===== config.mk =====
export PLATFORM = sky130hd
export DESIGN_NAME = restador_serial_nbits_flat
export DESIGN_NICKNAME = d
export VERILOG_FILES = /design/src/rtl/restador_serial_nbits_if.sv /design/src/rtl/restador_serial_nbits.sv /design/src/flat_wrapper.sv
export SDC_FILE = /design/constraint.sdc
export NUM_CORES = 1
export LEC_CHECK = 0
export ABC_CLOCK_PERIOD_IN_PS = 9100
export CORE_UTILIZATION = 35
export DETAILED_ROUTE_END_ITERATION = 10
export GPL_TIMING_DRIVEN = 0
export REMOVE_ABC_BUFFERS = 1
export SLEW_MARGIN = 10
export SYNTH_ARGS = -nofsm -noshare
export SYNTH_HDL_FRONTEND = slang
export SYNTH_SLANG_ARGS = --single-unit

===== constraint.sdc =====
create_clock -name clk -period 9.1 [get_ports clk]
set_input_delay 1.365 -clock clk [delete_from_list [all_inputs] [get_ports clk]]
set_output_delay 1.365 -clock clk [all_outputs]
set_load 0.02 [all_outputs]

===== src/rtl/restador_serial_nbits_if.sv =====
// Handshake and operand/result bundle for the bit-serial subtractor.
// The master side drives the request and the operands; the slave side returns status and results.
interface restador_serial_nbits_if #(
    parameter int N = 32
);
    logic         start;
    logic [N-1:0] a;
    logic [N-1:0] b;
    logic         bin;
    logic         busy;
    logic         done;
    logic [N-1:0] q;
    logic         bout;
    logic         v;

    modport master (
        output start, a, b, bin,
        input  busy, done, q, bout, v
    );

    modport slave (
        input  start, a, b, bin,
        output busy, done, q, bout, v
    );
endinterface


===== src/rtl/restador_serial_nbits.sv =====
// Bit-serial N-bit subtractor Q = A - B - Bin, processed LSB first with one full-subtractor cell.
// Results are held in registers and update only on the completion edge.
module restador_serial_nbits #(
    parameter int N = 32
) (
    input  logic                    clk,
    input  logic                    rst,
    restador_serial_nbits_if.slave  bus
);
    localparam int CW = (N > 2) ? $clog2(N) : 1;

    typedef enum logic {IDLE, RUN} state_t;

    state_t         state_reg, state_next;
    logic [N-1:0]   sa_reg, sa_next;
    logic [N-1:0]   sb_reg, sb_next;
    logic [N-1:0]   res_reg, res_next;
    logic [CW-1:0]  cnt_reg, cnt_next;
    logic           br_reg, br_next;
    logic           a_msb_reg, a_msb_next;
    logic           b_msb_reg, b_msb_next;
    logic [N-1:0]   q_reg, q_next;
    logic           bout_reg, bout_next;
    logic           v_reg, v_next;
    logic           done_reg, done_next;

    logic           bit_a, bit_b, bit_d, br_calc;
    logic [N-1:0]   res_shift;

    always_ff @(posedge clk or posedge rst) begin
        if (rst) begin
            state_reg <= IDLE;
            sa_reg    <= '0;
            sb_reg    <= '0;
            res_reg   <= '0;
            cnt_reg   <= '0;
            br_reg    <= 1'b0;
            a_msb_reg <= 1'b0;
            b_msb_reg <= 1'b0;
            q_reg     <= '0;
            bout_reg  <= 1'b0;
            v_reg     <= 1'b0;
            done_reg  <= 1'b0;
        end else begin
            state_reg <= state_next;
            sa_reg    <= sa_next;
            sb_reg    <= sb_next;
            res_reg   <= res_next;
            cnt_reg   <= cnt_next;
            br_reg    <= br_next;
            a_msb_reg <= a_msb_next;
            b_msb_reg <= b_msb_next;
            q_reg     <= q_next;
            bout_reg  <= bout_next;
            v_reg     <= v_next;
            done_reg  <= done_next;
        end
    end

    always_comb begin
        state_next = state_reg;
        sa_next    = sa_reg;
        sb_next    = sb_reg;
        res_next   = res_reg;
        cnt_next   = cnt_reg;
        br_next    = br_reg;
        a_msb_next = a_msb_reg;
        b_msb_next = b_msb_reg;
        q_next     = q_reg;
        bout_next  = bout_reg;
        v_next     = v_reg;
        done_next  = 1'b0;

        // Full-subtractor cell on the current LSBs and the stored borrow
        bit_a     = sa_reg[0];
        bit_b     = sb_reg[0];
        bit_d     = bit_a ^ bit_b ^ br_reg;
        br_calc   = (~bit_a & bit_b) | (~(bit_a ^ bit_b) & br_reg);
        res_shift = {bit_d, res_reg[N-1:1]};

        case (state_reg)
            IDLE: begin
                if (bus.start) begin
                    sa_next    = bus.a;
                    sb_next    = bus.b;
                    res_next   = '0;
                    br_next    = bus.bin;
                    cnt_next   = '0;
                    a_msb_next = bus.a[N-1];
                    b_msb_next = bus.b[N-1];
                    state_next = RUN;
                end
            end
            RUN: begin
                sa_next  = sa_reg >> 1;
                sb_next  = sb_reg >> 1;
                res_next = res_shift;
                br_next  = br_calc;
                cnt_next = cnt_reg + CW'(1);
                if (cnt_reg == CW'(N - 1)) begin
                    // Last bit: bit_d is the result sign, judged against the latched operand signs
                    q_next     = res_shift;
                    bout_next  = br_calc;
                    v_next     = (a_msb_reg != b_msb_reg) && (bit_d != a_msb_reg);
                    done_next  = 1'b1;
                    state_next = IDLE;
                end
            end
            default: state_next = IDLE;
        endcase
    end

    assign bus.busy = (state_reg == RUN);
    assign bus.done = done_reg;
    assign bus.q    = q_reg;
    assign bus.bout = bout_reg;
    assign bus.v    = v_reg;
endmodule


===== src/flat_wrapper.sv =====
// flat-port wrapper written by rule: the top's interface ports become plain ports
module restador_serial_nbits_flat 
#(
    parameter int N = 32
)
  (clk, rst, bus_start, bus_a, bus_b, bus_bin, bus_busy, bus_done, bus_q, bus_bout, bus_v);
  restador_serial_nbits_if #(.N(N)) bus_i ();
  input  logic clk;
  input  logic rst;
  input wire logic [$bits(bus_i.start)-1:0] bus_start;
  input wire logic [$bits(bus_i.a)-1:0] bus_a;
  input wire logic [$bits(bus_i.b)-1:0] bus_b;
  input wire logic [$bits(bus_i.bin)-1:0] bus_bin;
  output wire logic [$bits(bus_i.busy)-1:0] bus_busy;
  output wire logic [$bits(bus_i.done)-1:0] bus_done;
  output wire logic [$bits(bus_i.q)-1:0] bus_q;
  output wire logic [$bits(bus_i.bout)-1:0] bus_bout;
  output wire logic [$bits(bus_i.v)-1:0] bus_v;
  assign bus_i.start = bus_start;
  assign bus_i.a = bus_a;
  assign bus_i.b = bus_b;
  assign bus_i.bin = bus_bin;
  assign bus_busy = bus_i.busy;
  assign bus_done = bus_i.done;
  assign bus_q = bus_i.q;
  assign bus_bout = bus_i.bout;
  assign bus_v = bus_i.v;
  restador_serial_nbits #(.N(N)) u_core (.clk(clk), .rst(rst), .bus(bus_i));
endmodule

# Word-level counts from Yosys, hierarchy flattened
# Cells that the tools add are included.
# word_totals
output_inout_bits	36
reg_bits	140
wordCells	43
# classes
n_reduce_logical	3
n_bitwise	8
add_sub_neg	1
eq_ne	4
mux	15
# ops
cell	count
32-bit one-hot mux with 2 select lines	3
32-bit 2-to-1 mux	3
5-bit one-hot mux with 2 select lines	1
5-bit by 1-bit adder with 5-bit output (second input constant)	1
5-bit == test (second input constant)	1
1-bit 2-to-1 mux	5
5-bit 2-to-1 mux	1
1-bit one-hot mux with 2 select lines	2
2-bit AND reduction	2
1-bit inverter	3
1-bit AND	2
1-bit != test	2
2-bit != test (second input constant)	1
1-bit XOR	2
1-bit logical AND	1
1-bit OR	1

# Depth between registers and ports, before layout
# Gate-level depths: netlist of run 1.
# depth
ltp_word	5
mapped_depth	7

# Least setup slack after synthesis of run 1
# Ideal clock, no wire load.
# synth_timing
kind	input port to flip-flop
start	input bus_start
end	register u_core.a_msb_reg
required_ns	8.975
arrival_ns	2.045
setup_time_ns	0.125
stages	3
n_path_buf	1
setup_slack_ns	6.931
path_cell_list	buf_4 > nor2b_1 > mux2_2
# synth_via
elab_chain_cells	1
# synth_rtl
item	line_no	text
from (decl)	flat_wrapper.sv:10	input wire logic [$bits(bus_i.start)-1:0] bus_start;
2-bit AND reduction (no source line)	n/a	
to (signal assigned)	restador_serial_nbits.sv:51	a_msb_reg <= a_msb_next;
to (decl)	restador_serial_nbits.sv:20	logic a_msb_reg, a_msb_next;
# No other way between the ends.
# A chain may end at the register's enable or synchronous reset.

# Worst setup path in the final report of run 1
# layout_timing
start	register u_core.state_reg (netlist: u_core.bus.busy)
end	output bus_busy
# layout_rtl
item	line_no	text
from (decl)	restador_serial_nbits.sv:14	state_t state_reg, state_next;
from (signal assigned)	restador_serial_nbits.sv:45	state_reg <= state_next;
to (decl)	flat_wrapper.sv:14	output wire logic [$bits(bus_i.busy)-1:0] bus_busy;
# No word-level cell between the ends.

==> results of run 1 <==
[per-stage QoR]
step           util, %  hold WS [ns]  worst slack (ns)
2_1_floorplan        -         0.449              4.01
4_1_cts           46.9         0.471              5.76
5_1_grt           46.9         0.503              5.65
3_3_place_gp      42.5         0.462              2.04
3_5_place_dp      43.2         0.463              6.21
6_report          46.9         0.469              5.79
[power by group]
group	leakage, nW	switching [mW]	total [mW]	internal, mW
clock	0.301	0.248	0.715	0.467
combinational	1.56	0.315	0.689	0.374
sequential	1.81	0.171	1.04	0.868
[path summary, 6_finish.rpt]
kind	end	slack, ns	cells after the start	startpoint
worst max-delay path	bus_busy	5.79	1	u_core.bus.busy$_DFF_PP0_
worst min-delay path	u_core.sa_reg[10]$_DFFE_PP0P_	0.47	2	u_core.sa_reg[11]$_DFFE_PP0P_
worst max register to register	u_core.bus.q[29]$_DFFE_PP0P_	6.50	5	u_core.bus.busy$_DFF_PP0_
worst min register to register	u_core.sa_reg[10]$_DFFE_PP0P_	0.47	2	u_core.sa_reg[11]$_DFFE_PP0P_
max in group asynchronous	u_core.bus.busy$_DFF_PP0_	6.88	3	rst
min in group asynchronous	u_core.sa_reg[8]$_DFFE_PP0P_	1.48	2	rst
[synthesized netlist by cell type]
| cell | number | area share, % |
|---|---|---|
| dfrtp_1 | 139 | 57 |
| nand2_1 | 97 | 5.9 |
| and3b_1 | 1 | 0.14 |
| mux2_4 | 26 | 6.4 |
| fa_1 | 1 | 0.33 |
| ha_1 | 2 | 0.41 |
| mux2_2 | 8 | 1.5 |
| o21ai_1 | 37 | 3.0 |
| a211oi_1 | 1 | 0.12 |
| clkbuf_1 | 11 | 0.67 |
| a22o_1 | 2 | 0.29 |
| mux2i_1 | 65 | 11 |
| a21oi_1 | 2 | 0.16 |
| xor2_1 | 1 | 0.14 |
| buf_6 | 12 | 2.2 |
| o21ai_0 | 60 | 4.9 |
| nand3_1 | 1 | 0.082 |
| nor2b_1 | 2 | 0.20 |
| inv_1 | 4 | 0.25 |
| and3_1 | 1 | 0.10 |
| nor2_2 | 1 | 0.10 |
| nor2_1 | 4 | 0.25 |
| buf_4 | 13 | 1.6 |
| nand2b_1 | 34 | 3.5 |
| nand2_4 | 1 | 0.18 |
| xnor2_1 | 1 | 0.14 |
[layout make-up]
class,instances,area (um2),share of cell area (%)
repair buffers,107,1130,14.4
multi-input cells,348,2360,29.9
clock buffers,26,509,6.46
well taps,220,275,3.49
flip-flops and latches,139,3480,44.2
inverters,4,20.0,0.254
clock inverters,6,108,1.36
[cells by family (layout without fill, tap and decap cells)]
group,Yosys count,after routing,synth area share (%)
simple gates,142,142,10.5
flops,139,139,56.8
compound gates,102,102,8.50
mux,99,99,18.5
buf+inv,40,143,4.72
fa+ha+maj,3,3,0.736
xor+xnor,2,2,0.286
[routing by layer]
metal,part of all wire (%),track usage [%]
met1,46,17.3
met2,48,23.0
met3,5.2,4.91
met4,1.4,5.06
met5,0,0
==> flow_metrics.tcl, run 1 <==
set metrics [dict create \
    status "completed" \
    drtIter0Drc 178 \
    drc 0 \
    nFillCells 1563 \
    cp_max_fo 69 \
    post_cts_buffers 0 \
    port_buffers 103 \
    synth_cell_types 26 \
    critical_path_class "reg -> out" \
    slew-limit-headroom_pct 47.0 \
    postSynthAreaPerCell_um2 11.6 \
    cts_tree "done" \
    tns_ns 0 \
    cp_top_family "flip-flops" \
    cts.sinks 139 \
    first_global_vias 4163 \
    gp_congestion 0.670 \
    drtPass1Iterations 4 \
    grt_max_degree 86 \
    grt_util_all_layers_pct 14.1 \
    syn-cell-area_um2 6120 \
    nets 688 \
    p_leak_nw 3.67 \
    endpoint_kind "output pin" \
    die_h_um 134 \
    power_density_nw_per_um2 310 \
    totalWireLength_mm 11.3 \
    placed_cells 818 \
    critPathBufInv 1 \
    finalSetupViolCount 0 \
    total_power_mw 2.44 \
    cts_root_buffer "clkbuf_16" \
    period_share_pct 36.3 \
    min_period_ns 3.31 \
    start_util_pct 36.4 \
    startpoint_type "flip-flop" \
    cap_violations 0 \
    antenna_found_initial 0 \
    final_cell_mix "138 x dfrtp_1, 102 x clkdlybuf4s50_1, 97 x nand2_1" \
    slowest_stage "dfrtp_4" \
    ys_seq_area_share_pct 56.8 \
    min_path_type "reg -> reg" \
    clock_path_buffers 2 \
    synth-seq-cells 139 \
    vias 3956 \
    drive_gt1_share_pct 11.3 \
    clk_latency_ns 0.41 \
    final_common_cell "dfrtp_1" \
    cp_slowest_stage_delay_ns 0.81 \
    dpl_cell_area_um2 7270 \
    vias_per_cell 4.65 \
    cp_cell_sequence "clkdlybuf4s50_1" \
    routedWlPerCell_um 13.3 \
    clock.fmax_mhz 302 \
    clock_skew_ns 0.0115 \
    gr-total-overflow 0 \
    num_rows 47 \
    cts-hold-fix-buffers 0 \
    cp.required_ns 7.74 \
    area_growth_pct 28.8 \
    dieArea_um2 18000 \
    die_w_um 134 \
    pin_count 104 \
    final_cells 850 \
    diodes 0 \
    rsz0062_at_grt "no" \
    vdd.ir_drop.worst_mv 0.165 \
    final_area_um2 7890 \
    yosys_warnings 0 \
    core_um2 16800 \
    grt_pass1_wl_mm 20.1 \
    worst_pin_slew_ns 0.794 \
    h-tree-depth 4 \
    hold_violations 0 \
    post_cts_resized 0 \
    postRouteAntennaNets 0 \
    slew_violations 0 \
    dp_hpwl_mm 7.26 \
    syn_inst 527 \
    cts_made_buffers 17 \
    crit_arrival_ns 1.94 \
    clk_pin_slew_worst_paths_ns 0.06 \
]
(Power assumes the default switching activity.)
==> inputs of run 2 (changes only) <==
--- a/config.mk
+++ b/config.mk
@@ -5,7 +5,7 @@
 export SDC_FILE = /design/constraint.sdc
 export NUM_CORES = 1
 export LEC_CHECK = 0
-export ABC_CLOCK_PERIOD_IN_PS = 9100
+export ABC_CLOCK_PERIOD_IN_PS = 2800
 export CORE_UTILIZATION = 35
 export DETAILED_ROUTE_END_ITERATION = 10
 export GPL_TIMING_DRIVEN = 0
==> constraint.sdc (replaced) <==
create_clock -name clk -period 2.8 [get_ports clk]
set_input_delay 0.42 -clock clk [delete_from_list [all_inputs] [get_ports clk]]
set_output_delay 0.42 -clock clk [all_outputs]
set_load 0.02 [all_outputs]
==> run 2 against run 1 <==
  * Via count up 0.33%
  * Sequential share of layout area down 0.11 points
  * Largest power group unchanged
  * Clock skew about the same
  * Critical path type is now reg -> reg
  * Critical path depth up 4
  * Global-route usage unchanged
  * Register-to-register slack worse by 6.1 ns
  * Sequential power rose to 3.2 times the previous value
  * Largest cell class unchanged
==> flow_metrics.tcl, run 2 (synthesis gave the netlist of run 1 again) <==
set metrics [dict create \
    post_cts_resized 0 \
    area_growth_pct 29.1 \
    h-tree-depth 4 \
    status "completed" \
    worst_pin_slew_ns 0.796 \
    total_power_mw 7.97 \
    dp_hpwl_mm 7.26 \
    cts_root_buffer "clkbuf_16" \
    core_um2 16800 \
    final_common_cell "dfrtp_1" \
    postRouteAntennaNets 0 \
    drtIter0Drc 189 \
    antenna_found_initial 0 \
    period_share_pct 86.5 \
    diodes 0 \
    clk_pin_slew_worst_paths_ns 0.06 \
    cts.sinks 139 \
    grt_max_degree 86 \
    cp.required_ns 3.09 \
    min_period_ns 2.42 \
    final_cell_mix "138 x dfrtp_1, 102 x clkdlybuf4s50_1, 97 x nand2_1" \
    grt_util_all_layers_pct 14.1 \
    port_buffers 103 \
    endpoint "u_core.bus.q[29]$_DFFE_PP0P_" \
    cap_violations 0 \
    pin_count 104 \
    critical_path_class "reg -> reg" \
    vdd.ir_drop.worst_mv 0.537 \
    slew-limit-headroom_pct 46.9 \
    worst_r2r_path_depth 5 \
    finalSetupViolCount 0 \
    reg2reg_setup_slack_ns 0.38 \
    num_rows 47 \
    totalWireLength_mm 11.5 \
    cp_max_fo 70 \
    vias_per_cell 4.66 \
    die_h_um 134 \
    gp_congestion 0.670 \
    cts_made_buffers 17 \
    gr-total-overflow 0 \
    final_area_um2 7910 \
    clock_path_buffers 2 \
    startpoint "u_core.bus.busy$_DFF_PP0_" \
    nFillCells 1561 \
    crit_arrival_ns 2.71 \
    startpoint_type "flip-flop" \
    rsz0062_at_grt "no" \
    final_util_pct 47.0 \
    min_path_type "reg -> reg" \
    cts-hold-fix-buffers 0 \
    clk_latency_ns 0.41 \
    dpl_cell_area_um2 7270 \
    cts_tree "done" \
    rr_endpoint "u_core.bus.q[29]$_DFFE_PP0P_" \
    drive_gt1_share_pct 11.4 \
    clock_skew_ns 0.0113 \
    first_global_vias 4163 \
    drc 0 \
    start_util_pct 36.4 \
    p_leak_nw 3.68 \
    endpoint_kind "flip-flop" \
    power_density_nw_per_um2 1010 \
    grt_pass1_wl_mm 20.1 \
    nets 689 \
    slew_violations 0 \
    clock.fmax_mhz 413 \
    die_w_um 134 \
    r2r_start "u_core.bus.busy$_DFF_PP0_" \
    hold_violations 0 \
    drtPass1Iterations 4 \
    routedWlPerCell_um 13.5 \
    vias 3969 \
    dieArea_um2 18000 \
]
## run 2: worst min path at each step
stage                                        from                             end  slack, ns  depth (start not counted)
finish              u_core.sa_reg[11]$_DFFE_PP0P_   u_core.sa_reg[10]$_DFFE_PP0P_       0.47                          2
global route                            bus_start  u_core.res_reg[13]$_DFFE_PP0P_       0.49                          2
CTS                                     bus_start  u_core.res_reg[15]$_DFFE_PP0P_       0.47                          2
detailed placement  u_core.sa_reg[11]$_DFFE_PP0P_   u_core.sa_reg[10]$_DFFE_PP0P_       0.46                          2
global placement    u_core.sa_reg[14]$_DFFE_PP0P_   u_core.sa_reg[13]$_DFFE_PP0P_       0.46                          2
floorplan           u_core.sa_reg[11]$_DFFE_PP0P_   u_core.sa_reg[10]$_DFFE_PP0P_       0.45                          2
## run 2: layer usage
layer / global-route usage (%) / vias up / routed length (um)
li1: - / 1959 / -
met4: 5.06 / 0 / 163
met1: 17.3 / 1924 / 5270
met2: 23.0 / 75 / 5510
met5: 0 / - / 0
met3: 4.91 / 11 / 579
## run 2: worst max-delay path, stage by stage (launching register included)
cell and delay (ns):
dfrtp_4 0.66, buf_12 0.28, buf_16 0.27, nand2_4 0.38, inv_1 0.31, mux2_2 0.36
## run 2: what timing repair did
action / in CTS / in global routing
hold endpoints to repair: 0 / 0
endpoints found under the setup margin: 0 / 3
setup buffers: 0 / 1
## run 2: final cells by class
class	instances	area [um2]	area share, %
Clock buffer	26	509	6.44
Tap cell	220	275	3.48
Clock inverter	6	108	1.36
Sequential cell	139	3480	44.0
Multi-Input combinational cell	348	2360	29.8
Inverter	4	20.0	0.253
Timing Repair Buffer	108	1150	14.6
## run 2: report_power, final
| group | internal, mW | switching [mW] |
|---|---|---|
| Clock | 1.52 | 0.806 |
| Combinational | 1.23 | 1.06 |
| Sequential | 2.82 | 0.534 |
| Total | 5.57 | 2.40 |
## run 2: stage by stage
stage	setup WS (ns)	hold slack, ns	setup TNS (ns)	std cells
2_1_floorplan	-2.12	0.449	-331.77	491
3_3_place_gp	-3.80	0.462	-848.35	814
3_5_place_dp	0.131	0.463	0	818
4_1_cts	0.126	0.466	0	850
5_1_grt	0.151	0.492	0	851
6_report	0.377	0.473	0	851
==> inputs of run 3 (changes only) <==
--- a/config.mk
+++ b/config.mk
@@ -10,7 +10,7 @@
 export DETAILED_ROUTE_END_ITERATION = 10
 export GPL_TIMING_DRIVEN = 0
 export REMOVE_ABC_BUFFERS = 1
-export SLEW_MARGIN = 10
+export SLEW_MARGIN = 20
 export SYNTH_ARGS = -nofsm -noshare
 export SYNTH_HDL_FRONTEND = slang
 export SYNTH_SLANG_ARGS = --single-unit
==> run 3 against run 2 <==
  * Via count grew 0.88%
  * Worst hold slack lost 0.071 ns
  * Critical endpoint unchanged
  * Combinational power is essentially flat
  * First-iteration DRC count grew 1.1%
  * Global-route usage is essentially flat
  * Critical path type unchanged
  * Sequential share of layout area is essentially flat
  * Largest cell class unchanged
  * Setup slack lost 0.0020 ns
  * Fmax is essentially flat
  * Clock power is essentially flat
  * Design area is essentially flat
==> flow_metrics.tcl, run 3 (synthesis gave the netlist of run 1 again) <==
set metrics [dict create \
    worst_pin_slew_ns 0.608 \
    core_um2 16800 \
    hold_violations 0 \
    cp_max_fo 70 \
    grt_max_degree 93 \
    drc 0 \
    vias 4004 \
    p_leak_nw 3.68 \
    cap_violations 0 \
    min_path_type "in -> async" \
    startpoint_type "flip-flop" \
    slew-limit-headroom_pct 59.4 \
    crit_arrival_ns 2.72 \
    final_common_cell "dfrtp_1" \
    start_util_pct 36.4 \
    nFillCells 1572 \
    cts_made_buffers 17 \
    die_h_um 134 \
    vias_per_cell 4.71 \
    diodes 0 \
    dp_hpwl_mm 7.31 \
    period_share_pct 86.6 \
    grt_util_all_layers_pct 14.1 \
    nets 689 \
    h-tree-depth 4 \
    first_global_vias 4144 \
    vdd.ir_drop.worst_mv 0.527 \
    drtIter0Drc 191 \
    area_growth_pct 29.1 \
    cts_tree "done" \
    drtPass1Iterations 4 \
    dieArea_um2 18000 \
    final_cell_mix "138 x dfrtp_1, 102 x clkdlybuf4s50_1, 97 x nand2_1" \
    routedWlPerCell_um 13.7 \
    die_w_um 134 \
    endpoint_kind "flip-flop" \
    tns_ns 0 \
    power_density_nw_per_um2 1010 \
    clock.fmax_mhz 412 \
    num_rows 47 \
    status "completed" \
    multi_input_area_um2 2360 \
    gp_congestion 0.670 \
    antenna_found_initial 0 \
    finalSetupViolCount 0 \
    cts.sinks 139 \
    port_buffers 103 \
    pin_count 104 \
    clk_latency_ns 0.41 \
    drive_gt1_share_pct 11.4 \
    grt_pass1_wl_mm 20.1 \
    critical_path_class "reg -> reg" \
    cts_root_buffer "clkbuf_16" \
    totalWireLength_mm 11.7 \
    clock_skew_ns 0.00802 \
    cts-hold-fix-buffers 0 \
    slew_violations 0 \
    post_cts_buffers 0 \
    cp.required_ns 3.09 \
    clock_path_buffers 2 \
    clk_pin_slew_worst_paths_ns 0.06 \
    post_cts_resized 0 \
    gr-total-overflow 0 \
    postRouteAntennaNets 0 \
    rsz0062_at_grt "no" \
    seqCellArea_um2 3480 \
    min_period_ns 2.42 \
    final_util_pct 47.0 \
]
run 3: metal layers:
metal	global-route usage (%)	vias up	routed length, um
met5	0	-	0
met4	5.43	0	155
met2	22.6	75	5600
li1	-	1956	-
met3	4.95	12	654
met1	17.3	1961	5270
run 3: report_power, final:
group	switching, mW	internal [mW]	total (mW)
Combinational	1.06	1.23	2.29
Sequential	0.539	2.82	3.36
Clock	0.814	1.52	2.33
run 3: area by class of cell:
| type | instances | area share (%) |
|---|---|---|
| clock buffer | 26 | 6.44 |
| clock inverter | 6 | 1.36 |
| inverter | 4 | 0.285 |
| multi-input combinational | 348 | 29.8 |
| sequential | 139 | 44.0 |
| tap | 220 | 3.48 |
| timing repair buffer | 108 | 14.6 |
run 3: worst max-delay path, stage by stage, from the launching register on:
cell and delay (ns):
dfrtp_4 0.68, buf_12 0.28, buf_16 0.26, nand2_4 0.39, inv_1 0.31, mux2_2 0.37
run 3: final timing paths:
check / from / endpoint / slack (ns) / cells after the start
setup / recovery: u_core.bus.busy$_DFF_PP0_ / u_core.bus.q[29]$_DFFE_PP0P_ / 0.38 / 5
hold / removal: rst / u_core.sa_reg[7]$_DFFE_PP0P_ / 0.40 / 2
setup reg to reg: u_core.bus.busy$_DFF_PP0_ / u_core.bus.q[29]$_DFFE_PP0P_ / 0.38 / 5
hold reg to reg: u_core.sa_reg[11]$_DFFE_PP0P_ / u_core.sa_reg[10]$_DFFE_PP0P_ / 0.47 / 2
max in group asynchronous: rst / u_core.bus.q[17]$_DFFE_PP0P_ / 1.63 / 3
min in group clk: u_core.sa_reg[11]$_DFFE_PP0P_ / u_core.sa_reg[10]$_DFFE_PP0P_ / 0.47 / 2
run 3: stage by stage:
step | hold slack [ns] | worst slack [ns] | cell area, um2 | std cells | power, mW
after global placement | 0.462 | -3.80 | 7160 | 814 | 5.62
after CTS | 0.404 | 0.117 | 7890 | 850 | 8.07
after global routing | 0.413 | 0.159 | 7910 | 851 | 8.54
after detailed placement | 0.463 | 0.119 | 7270 | 818 | 5.69
after floorplan | 0.449 | -2.12 | 5850 | 491 | 4.75
final | 0.402 | 0.375 | 7910 | 851 | 7.98
